## src/rtl/seq_decoder_if.sv

```systemverilog
// Command/status bundle for seq_decoder: the master drives commands and
// select data, and the slave returns the registered decode and status.
interface seq_decoder_if #(
  parameter int SEL_W   = 4,
  parameter int DWELL_W = 8
) ();
  localparam int OUT_W = 2 ** SEL_W;

  logic               en;
  logic               load;
  logic               stop;
  logic [1:0]         mode;
  logic [SEL_W-1:0]   sel_in;
  logic [DWELL_W-1:0] dwell;
  logic [OUT_W-1:0]   out_dec;
  logic [SEL_W-1:0]   cur_sel;
  logic               busy;
  logic               wrap;

  modport master (
    output en, load, stop, mode, sel_in, dwell,
    input  out_dec, cur_sel, busy, wrap
  );

  modport slave (
    input  en, load, stop, mode, sel_in, dwell,
    output out_dec, cur_sel, busy, wrap
  );
endinterface

```

## src/rtl/seq_decoder.sv

```systemverilog
// Registered one-hot decoder with three drive modes: latched, timed one-shot
// pulse, and auto-scan with a per-index dwell count.
module seq_decoder #(
  parameter int SEL_W   = 4,
  parameter int DWELL_W = 8
) (
  input logic          clk,
  input logic          rst_n,
  seq_decoder_if.slave bus
);
  localparam int OUT_W = 2 ** SEL_W;

  localparam logic [1:0] MODE_LATCH = 2'b00;
  localparam logic [1:0] MODE_SCAN  = 2'b01;
  localparam logic [1:0] MODE_PULSE = 2'b10;
  localparam logic [1:0] MODE_CLEAR = 2'b11;

  typedef enum logic [1:0] {IDLE, HOLD, SCAN, PULSE} state_t;

  state_t             state_q, state_d;
  logic [SEL_W-1:0]   cur_sel_q, cur_sel_d;
  logic [DWELL_W-1:0] dwell_q, dwell_d;
  logic [DWELL_W-1:0] dcnt_q, dcnt_d;
  logic [OUT_W-1:0]   out_dec_q, out_dec_d;
  logic               busy_q, busy_d;
  logic               wrap_q, wrap_d;
  logic               dec_on;

  always_comb begin
    state_d   = state_q;
    cur_sel_d = cur_sel_q;
    dwell_d   = dwell_q;
    dcnt_d    = dcnt_q;
    wrap_d    = 1'b0;

    // stop is honoured even while disabled; load and sequencing are frozen by en
    if (bus.stop) begin
      state_d = IDLE;
    end else if (!bus.en) begin
      state_d = state_q;
    end else if (bus.load) begin
      case (bus.mode)
        MODE_LATCH: begin
          cur_sel_d = bus.sel_in;
          state_d   = HOLD;
        end
        MODE_SCAN: begin
          cur_sel_d = bus.sel_in;
          dwell_d   = bus.dwell;
          dcnt_d    = '0;
          state_d   = SCAN;
        end
        MODE_PULSE: begin
          cur_sel_d = bus.sel_in;
          dwell_d   = bus.dwell;
          dcnt_d    = '0;
          state_d   = PULSE;
        end
        MODE_CLEAR: begin
          state_d = IDLE;
        end
        default: begin
          state_d = IDLE;
        end
      endcase
    end else begin
      case (state_q)
        SCAN: begin
          if (dcnt_q == dwell_q) begin
            dcnt_d    = '0;
            cur_sel_d = cur_sel_q + SEL_W'(1);
            wrap_d    = (cur_sel_q == {SEL_W{1'b1}});
          end else begin
            dcnt_d = dcnt_q + DWELL_W'(1);
          end
        end
        PULSE: begin
          if (dcnt_q == dwell_q) begin
            dcnt_d  = '0;
            state_d = IDLE;
          end else begin
            dcnt_d = dcnt_q + DWELL_W'(1);
          end
        end
        default: begin
          state_d = state_q;
        end
      endcase
    end

    busy_d = (state_d == SCAN) || (state_d == PULSE);
  end

  // Whenever an output is shown it is the decode of the next cur_sel.
  assign dec_on = bus.en && (state_d != IDLE);

  for (genvar gi = 0; gi < OUT_W; gi++) begin : g_dec
    assign out_dec_d[gi] = dec_on && (cur_sel_d == SEL_W'(gi));
  end

  always_ff @(posedge clk) begin
    if (!rst_n) begin
      state_q   <= IDLE;
      cur_sel_q <= '0;
      dwell_q   <= '0;
      dcnt_q    <= '0;
      out_dec_q <= '0;
      busy_q    <= 1'b0;
      wrap_q    <= 1'b0;
    end else begin
      state_q   <= state_d;
      cur_sel_q <= cur_sel_d;
      dwell_q   <= dwell_d;
      dcnt_q    <= dcnt_d;
      out_dec_q <= out_dec_d;
      busy_q    <= busy_d;
      wrap_q    <= wrap_d;
    end
  end

  assign bus.out_dec = out_dec_q;
  assign bus.cur_sel = cur_sel_q;
  assign bus.busy    = busy_q;
  assign bus.wrap    = wrap_q;
endmodule

```

## src/flat_wrapper.sv

```systemverilog
// flat-port wrapper written by rule: the top's interface ports become plain ports
module seq_decoder_flat 
#(
  parameter int SEL_W   = 4,
  parameter int DWELL_W = 8
)
  (clk, rst_n, bus_en, bus_load, bus_stop, bus_mode, bus_sel_in, bus_dwell, bus_out_dec, bus_cur_sel, bus_busy, bus_wrap);
  seq_decoder_if #(.SEL_W(SEL_W), .DWELL_W(DWELL_W)) bus_i ();
  input logic clk;
  input logic rst_n;
  input wire logic [$bits(bus_i.en)-1:0] bus_en;
  input wire logic [$bits(bus_i.load)-1:0] bus_load;
  input wire logic [$bits(bus_i.stop)-1:0] bus_stop;
  input wire logic [$bits(bus_i.mode)-1:0] bus_mode;
  input wire logic [$bits(bus_i.sel_in)-1:0] bus_sel_in;
  input wire logic [$bits(bus_i.dwell)-1:0] bus_dwell;
  output wire logic [$bits(bus_i.out_dec)-1:0] bus_out_dec;
  output wire logic [$bits(bus_i.cur_sel)-1:0] bus_cur_sel;
  output wire logic [$bits(bus_i.busy)-1:0] bus_busy;
  output wire logic [$bits(bus_i.wrap)-1:0] bus_wrap;
  assign bus_i.en = bus_en;
  assign bus_i.load = bus_load;
  assign bus_i.stop = bus_stop;
  assign bus_i.mode = bus_mode;
  assign bus_i.sel_in = bus_sel_in;
  assign bus_i.dwell = bus_dwell;
  assign bus_out_dec = bus_i.out_dec;
  assign bus_cur_sel = bus_i.cur_sel;
  assign bus_busy = bus_i.busy;
  assign bus_wrap = bus_i.wrap;
  seq_decoder #(.SEL_W(SEL_W), .DWELL_W(DWELL_W)) u_core (.clk(clk), .rst_n(rst_n), .bus(bus_i));
endmodule
```

## config.mk

```make
export PLATFORM = sky130hd
export DESIGN_NAME = seq_decoder_flat
export DESIGN_NICKNAME = d
export VERILOG_FILES = /design/src/rtl/seq_decoder_if.sv /design/src/rtl/seq_decoder.sv /design/src/flat_wrapper.sv
export SDC_FILE = /design/constraint.sdc
export NUM_CORES = 1
export LEC_CHECK = 0
export BUFFER_PORTS_ARGS = -buffer_cell sky130_fd_sc_hd__buf_2
export CORE_ASPECT_RATIO = 2
export CORE_MARGIN = 8
export CORE_UTILIZATION = 40
export CTS_CLUSTER_SIZE = 14
export DETAILED_ROUTE_END_ITERATION = 12
export PLACE_DENSITY = 0.63
export RECOVER_POWER = 50
export SLEW_MARGIN = 20
export SYNTH_ARGS = -nofsm -noshare
export SYNTH_HDL_FRONTEND = slang
export SYNTH_SLANG_ARGS = --single-unit
```

## constraint.sdc

```tcl
create_clock -name clk -period 2.5 [get_ports clk]
set_input_delay 0.125 -clock clk [delete_from_list [all_inputs] [get_ports clk]]
set_output_delay 0.125 -clock clk [all_outputs]
set_load 0.01 [all_outputs]
```

; After elaboration in Yosys (flattened, before gate mapping)
; Index checks and enable logic that the tools add are counted.
[totals]
ff_bits = 40
input_bits = 19
out_inout_bits = 22
wordCells = 83
[classes]
add_sub_neg = 2
n_eq_ne = 25
mux = 16
n_bitwise = 5
n_reduce_logical = 28
[ops]
columns = cell, n
row1 = $eq 4x4->1 const B, 9
row2 = $mux 8, 4
row3 = $mux 4, 6
row4 = $logic_and 1x1->1, 17
row5 = $eq 4x3->1 const B, 4
row6 = $eq 2x2->1 const B, 6
row7 = $mux 2, 5
row8 = $add 8x1->8 const B, 1
row9 = $eq 4x2->1 const B, 2
row10 = $eq 8x8->1, 1
row11 = $pmux 2 s4, 1
row12 = $reduce_and 4->1, 2
row13 = $reduce_or 6->1, 1
row14 = $not 1->1, 5
row15 = $add 4x1->4 const B, 1
row16 = $eq 4x1->1 const B, 1
row17 = $logic_not 4->1, 1
row18 = $reduce_bool 2->1, 2
row19 = $reduce_or 2->1, 2
row20 = $reduce_or 3->1, 1
row21 = $eq 2x1->1 const B, 1
row22 = $logic_not 2->1, 1
row23 = $ne 2x2->1 const B, 1
row24 = $logic_or 1x1->1, 1

; Depth between registers and ports, before layout
[logic_depth]
ltp_word = 9
mapped_depth = 8

; Worst setup path before layout
; No wires, ideal clock.
[synth_timing]
path_kind = reg-to-reg
startpoint = reg u_core.dcnt_q[0]
endpoint = reg u_core.out_dec_q[0] (netlist: u_core.bus.out_dec[0])
setup_time_ns = 0.079
arrival_time_ns = 1.879
required_ns = 2.421
setup_slack_ns = 0.541
path_stages_with_launch = 7
n_path_buf = 0
period_less_slack_ns = 1.959
path_cell_list = dfxtp_1 > xnor2_1 > nand4_2 > nor4_2 > mux2i_1 > nand3_1 > nor3_1
[synth_via]
elab_chain_cells = 9
elab_cells_between_ends = 15
[synth_rtl]
columns = item, line_no
row1 = "start, declared", seq_decoder.sv:23  ; logic [DWELL_W-1:0] dcnt_q, dcnt_d;
row2 = "start signal, assigned", seq_decoder.sv:114  ; dcnt_q <= dcnt_d;
row3 = $eq 8x8->1 (*), "seq_decoder.sv:69, seq_decoder.sv:78"
row4 = $mux 2, seq_decoder.sv:78  ; if (dcnt_q == dwell_q) begin
row5 = $mux 2, seq_decoder.sv:67  ; case (state_q)
row6 = $mux 2, seq_decoder.sv:41  ; end else if (bus.load) begin
row7 = $mux 2, seq_decoder.sv:39  ; end else if (!bus.en) begin
row8 = $mux 2, seq_decoder.sv:37  ; if (bus.stop) begin
row9 = $reduce_bool 2->1, seq_decoder.sv:95  ; assign dec_on = bus.en && (state_d != IDLE);
row10 = $logic_and 1x1->1, seq_decoder.sv:95
row11 = $logic_and 1x1->1 (*), seq_decoder.sv:98  ; assign out_dec_d[gi] = dec_on && (cur_sel_d == SEL_W'(gi));
row12 = "end signal, assigned", seq_decoder.sv:115  ; out_dec_q <= out_dec_d;
row13 = "end, declared", seq_decoder.sv:24  ; logic [OUT_W-1:0] out_dec_q, out_dec_d;
; Mark *: on every way between the ends. The rest lies on a longest branch, timed or not.
; A chain may end at the register's enable or synchronous reset.

; Final worst setup path
[layout_timing]
startpoint = reg u_core.dcnt_q[0]
endpoint = reg u_core.out_dec_q[5] (netlist: u_core.bus.out_dec[5])
; The elaborated chain is that of the path after synthesis.

==> impl_metrics.json <==
{
  "status": "completed",
  "post_cts_buffers": 0,
  "port_buffers": 40,
  "cts.sinks": 40,
  "reg2reg_from": "u_core.dcnt_q[0]$_SDFFE_PN0P_",
  "worst-r2r-cell-count": 6,
  "critPathMaxStageDelay_ns": 0.44,
  "finalSetupViolCount": 0,
  "io_pins": 41,
  "utilization": 0.4779,
  "drv_slew": 0,
  "tightest_slew_ns": 0.5686,
  "drv_cap": 0,
  "drive_gt1_frac": 0.1480,
  "yosysWarnings": 0,
  "cts_buffers": 5,
  "ys_types": 36,
  "die_x_um": 63.79,
  "initial_utilization": 0.4050,
  "num_antenna_cells": 0,
  "p_comb_frac": 0.101,
  "min_period_over_period": 0.8672,
  "syn2layout_area_growth_pct": 18.01,
  "fmax_mhz": 461.3,
  "vias_per_cell": 5.210,
  "path_clk_slew_ns": 0.08,
  "grt_max_degree": 18,
  "layout_commonest_cell": "dfxtp_1",
  "rrSetupSlack_ns": 0.33,
  "drt_iter0_drc": 37,
  "synthesis.area_sq_mm": 0.001827,
  "fin_crit_ns": 2.168,
  "num_rows": 35,
  "cts_tree": "done",
  "ant_nets": 0,
  "gp_congestion": 0.8396,
  "stdcell_count": 305,
  "dp_cells": 297,
  "critPathSlowestCell": "dfxtp_1",
  "wire_per_inst_um": 13.85,
  "via_count": 1589,
  "clockRootBuffer": "clkbuf_8",
  "synth-seq-area-share": 0.4384,
  "nFillCells": 455,
  "min_path_cells": 3,
  "die_h_um": 111.6,
  "hold_class": "in -> reg",
  "grtUsageTotal": 0.1241,
  "core_sq_mm": 0.004511,
  "min_to": "u_core.dwell_q[4]$_SDFFE_PN0P_",
  "hp-start": "bus_dwell[4]",
  "clk_path_buf_depth": 2,
  "die_area_sq_mm": 0.007116,
  "p_leak_nw": 0.7994,
  "dp_hpwl_mm": 3.229,
  "clkPwrFrac": 0.398,
  "switchingPower_uw": 318.8,
  "tns_ns": 0,
  "slew_headroom": 0.6202,
  "syn-num-nets": 231,
  "hold_buffers": 0,
  "clock_latency_ns": 0.29,
  "grt_setup_unrepaired": "false",
  "crit_chain": "xnor2_1 > nand4_2 > nor4_2 > mux2i_1 > nand3_1 > nor4_1",
  "overflow": 0,
  "ys_seq_elements": 40,
  "end_kind": "register",
  "drt_wl_total_mm": 4.225,
  "grt_first_pass_wirelength_mm": 7.293,
  "crit_fanout": 8,
  "drc": 0,
  "antenna_found_initial": 0,
  "pwr-share-seq": 0.502,
  "final_cell_mix": "40 x dfxtp_1, 26 x nand2_1, 23 x clkbuf_1, 19 x nor3_1",
  "finalHoldViolations": 0,
  "rr_endpoint": "u_core.bus.out_dec[5]$_SDFF_PN0_",
  "cts.htree.levels": 2,
  "vdd_drop_max_uv": 462.4,
  "swShare": 0.2438,
  "internal_power_uw": 989.1,
  "critPathLaunchType": "register",
  "cts-resized-gates": 0,
  "critPathKind": "reg -> reg",
  "pwr_density_cell_mw_per_mm2": 606.7,
  "grt_pass1_vias": 1610,
  "skew_ns": 0.004719,
  "fin_nets": 273,
  "syn_inst": 207,
  "crit_arrival_ns": 2.37,
  "syn_area_per_cell_sq_um": 8.825,
  "cp.required_ns": 2.70,
  "drt_first_pass_iters": 4
}
[worst max-delay path by stage]
stage	cells past startpoint	endpoint	slack, ns	start
floorplan	6	u_core.bus.out_dec[0]$_SDFF_PN0_	0.54	u_core.dcnt_q[0]$_SDFFE_PN0P_
global placement	6	u_core.bus.out_dec[5]$_SDFF_PN0_	0.35	u_core.dcnt_q[1]$_SDFFE_PN0P_
global route	6	u_core.bus.out_dec[7]$_SDFF_PN0_	0.07	u_core.dcnt_q[0]$_SDFFE_PN0P_
detailed placement	6	u_core.bus.out_dec[5]$_SDFF_PN0_	0.34	u_core.dcnt_q[0]$_SDFFE_PN0P_
CTS	6	u_core.bus.out_dec[5]$_SDFF_PN0_	0.29	u_core.dcnt_q[0]$_SDFFE_PN0P_
finish	6	u_core.bus.out_dec[5]$_SDFF_PN0_	0.33	u_core.dcnt_q[0]$_SDFFE_PN0P_
[cells in the mapped netlist]
cell       count  area (sq um)
dfxtp_1       40         800.8
nand2_1       26         97.59
nor3_1        19         95.09
nor2_1        17         63.81
a21oi_1       13         65.06
xnor2_1       11         96.34
and3_1         8         50.05
inv_1          6         22.52
ha_1           5         62.56
mux2i_1        5         50.05
nand3_1        5         25.02
nor4_1         5         31.28
nand2b_1       4         25.02
nand4_1        4         25.02
nor2b_1        4         25.02
o21ai_0        4         20.02
buf_2          3         15.01
clkbuf_1       3         11.26
xor2_1         3         26.28
mux2_2         2         22.52
nand3b_1       2         15.01
nand4_2        2         25.02
nor4_2         2         25.02
o311ai_0       2         17.52
a2111oi_2      1         15.01
a22oi_1        1         7.510
and4_1         1         8.760
buf_6          1         11.26
nor3_2         1         10.01
nor3b_2        1         12.51
o211ai_1       1         7.510
o21ba_1        1         10.01
o21bai_2       1         11.26
o22ai_1        1         6.260
o31ai_1        1         7.510
or3_1          1         6.260
[layout make-up]
type	count	area (sq um)	area share
inverter	6	22.52	0.01045
multi-input combinational	154	965.9	0.4481
clock inverter	3	42.54	0.01973
tap	55	68.82	0.03192
clock buffer	5	68.82	0.03192
timing repair buffer	42	186.4	0.08648
sequential	40	800.8	0.3714
[power by group through the flow]
stage | clock, mW | sequential [mW] | combinational [mW]
2_1_floorplan | 0 | 0.670 | 0.0917
3_3_place_gp | 0 | 0.671 | 0.131
3_5_place_dp | 0 | 0.671 | 0.132
4_1_cts | 0.539 | 0.656 | 0.133
5_1_grt | 0.563 | 0.658 | 0.148
6_report | 0.520 | 0.656 | 0.132
[sequential cells by signal, summed over array words and instances, names as in the netlist]
register / count
u_core.bus.cur_sel: 4
u_core.bus.out_dec: 16
u_core.bus.wrap: 1
u_core.dcnt_q: 8
u_core.dwell_q: 8
u_core.state_q: 2
u_core.bus.busy: 1
[through the flow]
stage / instance area, sq um / setup WS [ns] / hold WS, ns / power, mW
3_5_place_dp: 2073 / 0.3441 / 0.3710 / 0.8030
4_1_cts: 2185 / 0.2943 / 0.05367 / 1.328
6_report: 2156 / 0.3321 / 0.06276 / 1.308
3_3_place_gp: 2073 / 0.3507 / 0.3650 / 0.8014
2_1_floorplan: 1827 / 0.5412 / 0.2610 / 0.7620
5_1_grt: 2156 / 0.06730 / 0.06812 / 1.369
[metal layers]
metal / vias up / routed length (um) / track usage
met5: - / 0 / 0
met4: 0 / 83 / 0.06147
met3: 6 / 194 / 0.03719
met2: 34 / 1865 / 0.1814
met1: 739 / 2081 / 0.1594
li1: 810 / - / -
[cells by family after synthesis]
kind of cell               synth area share
muxes                               0.03973
adders and majority gates           0.03425
buffers and inverters               0.03287
and+or+nand+nor                      0.2959
xor gates and xnor gates            0.06712
AOI/OAI and AO/OA                   0.09179
DFF                                  0.4384
[worst max-delay path, delay by kind of cell (launching register included)]
| kind | cells | cell delay, ns |
|---|---|---|
| xor gates and xnor gates | 1 | 0.17 |
| muxes | 1 | 0.25 |
| DFF | 1 | 0.44 |
| and+or+nand+nor | 4 | 1.21 |
Power figures use the tool's default switching activity.
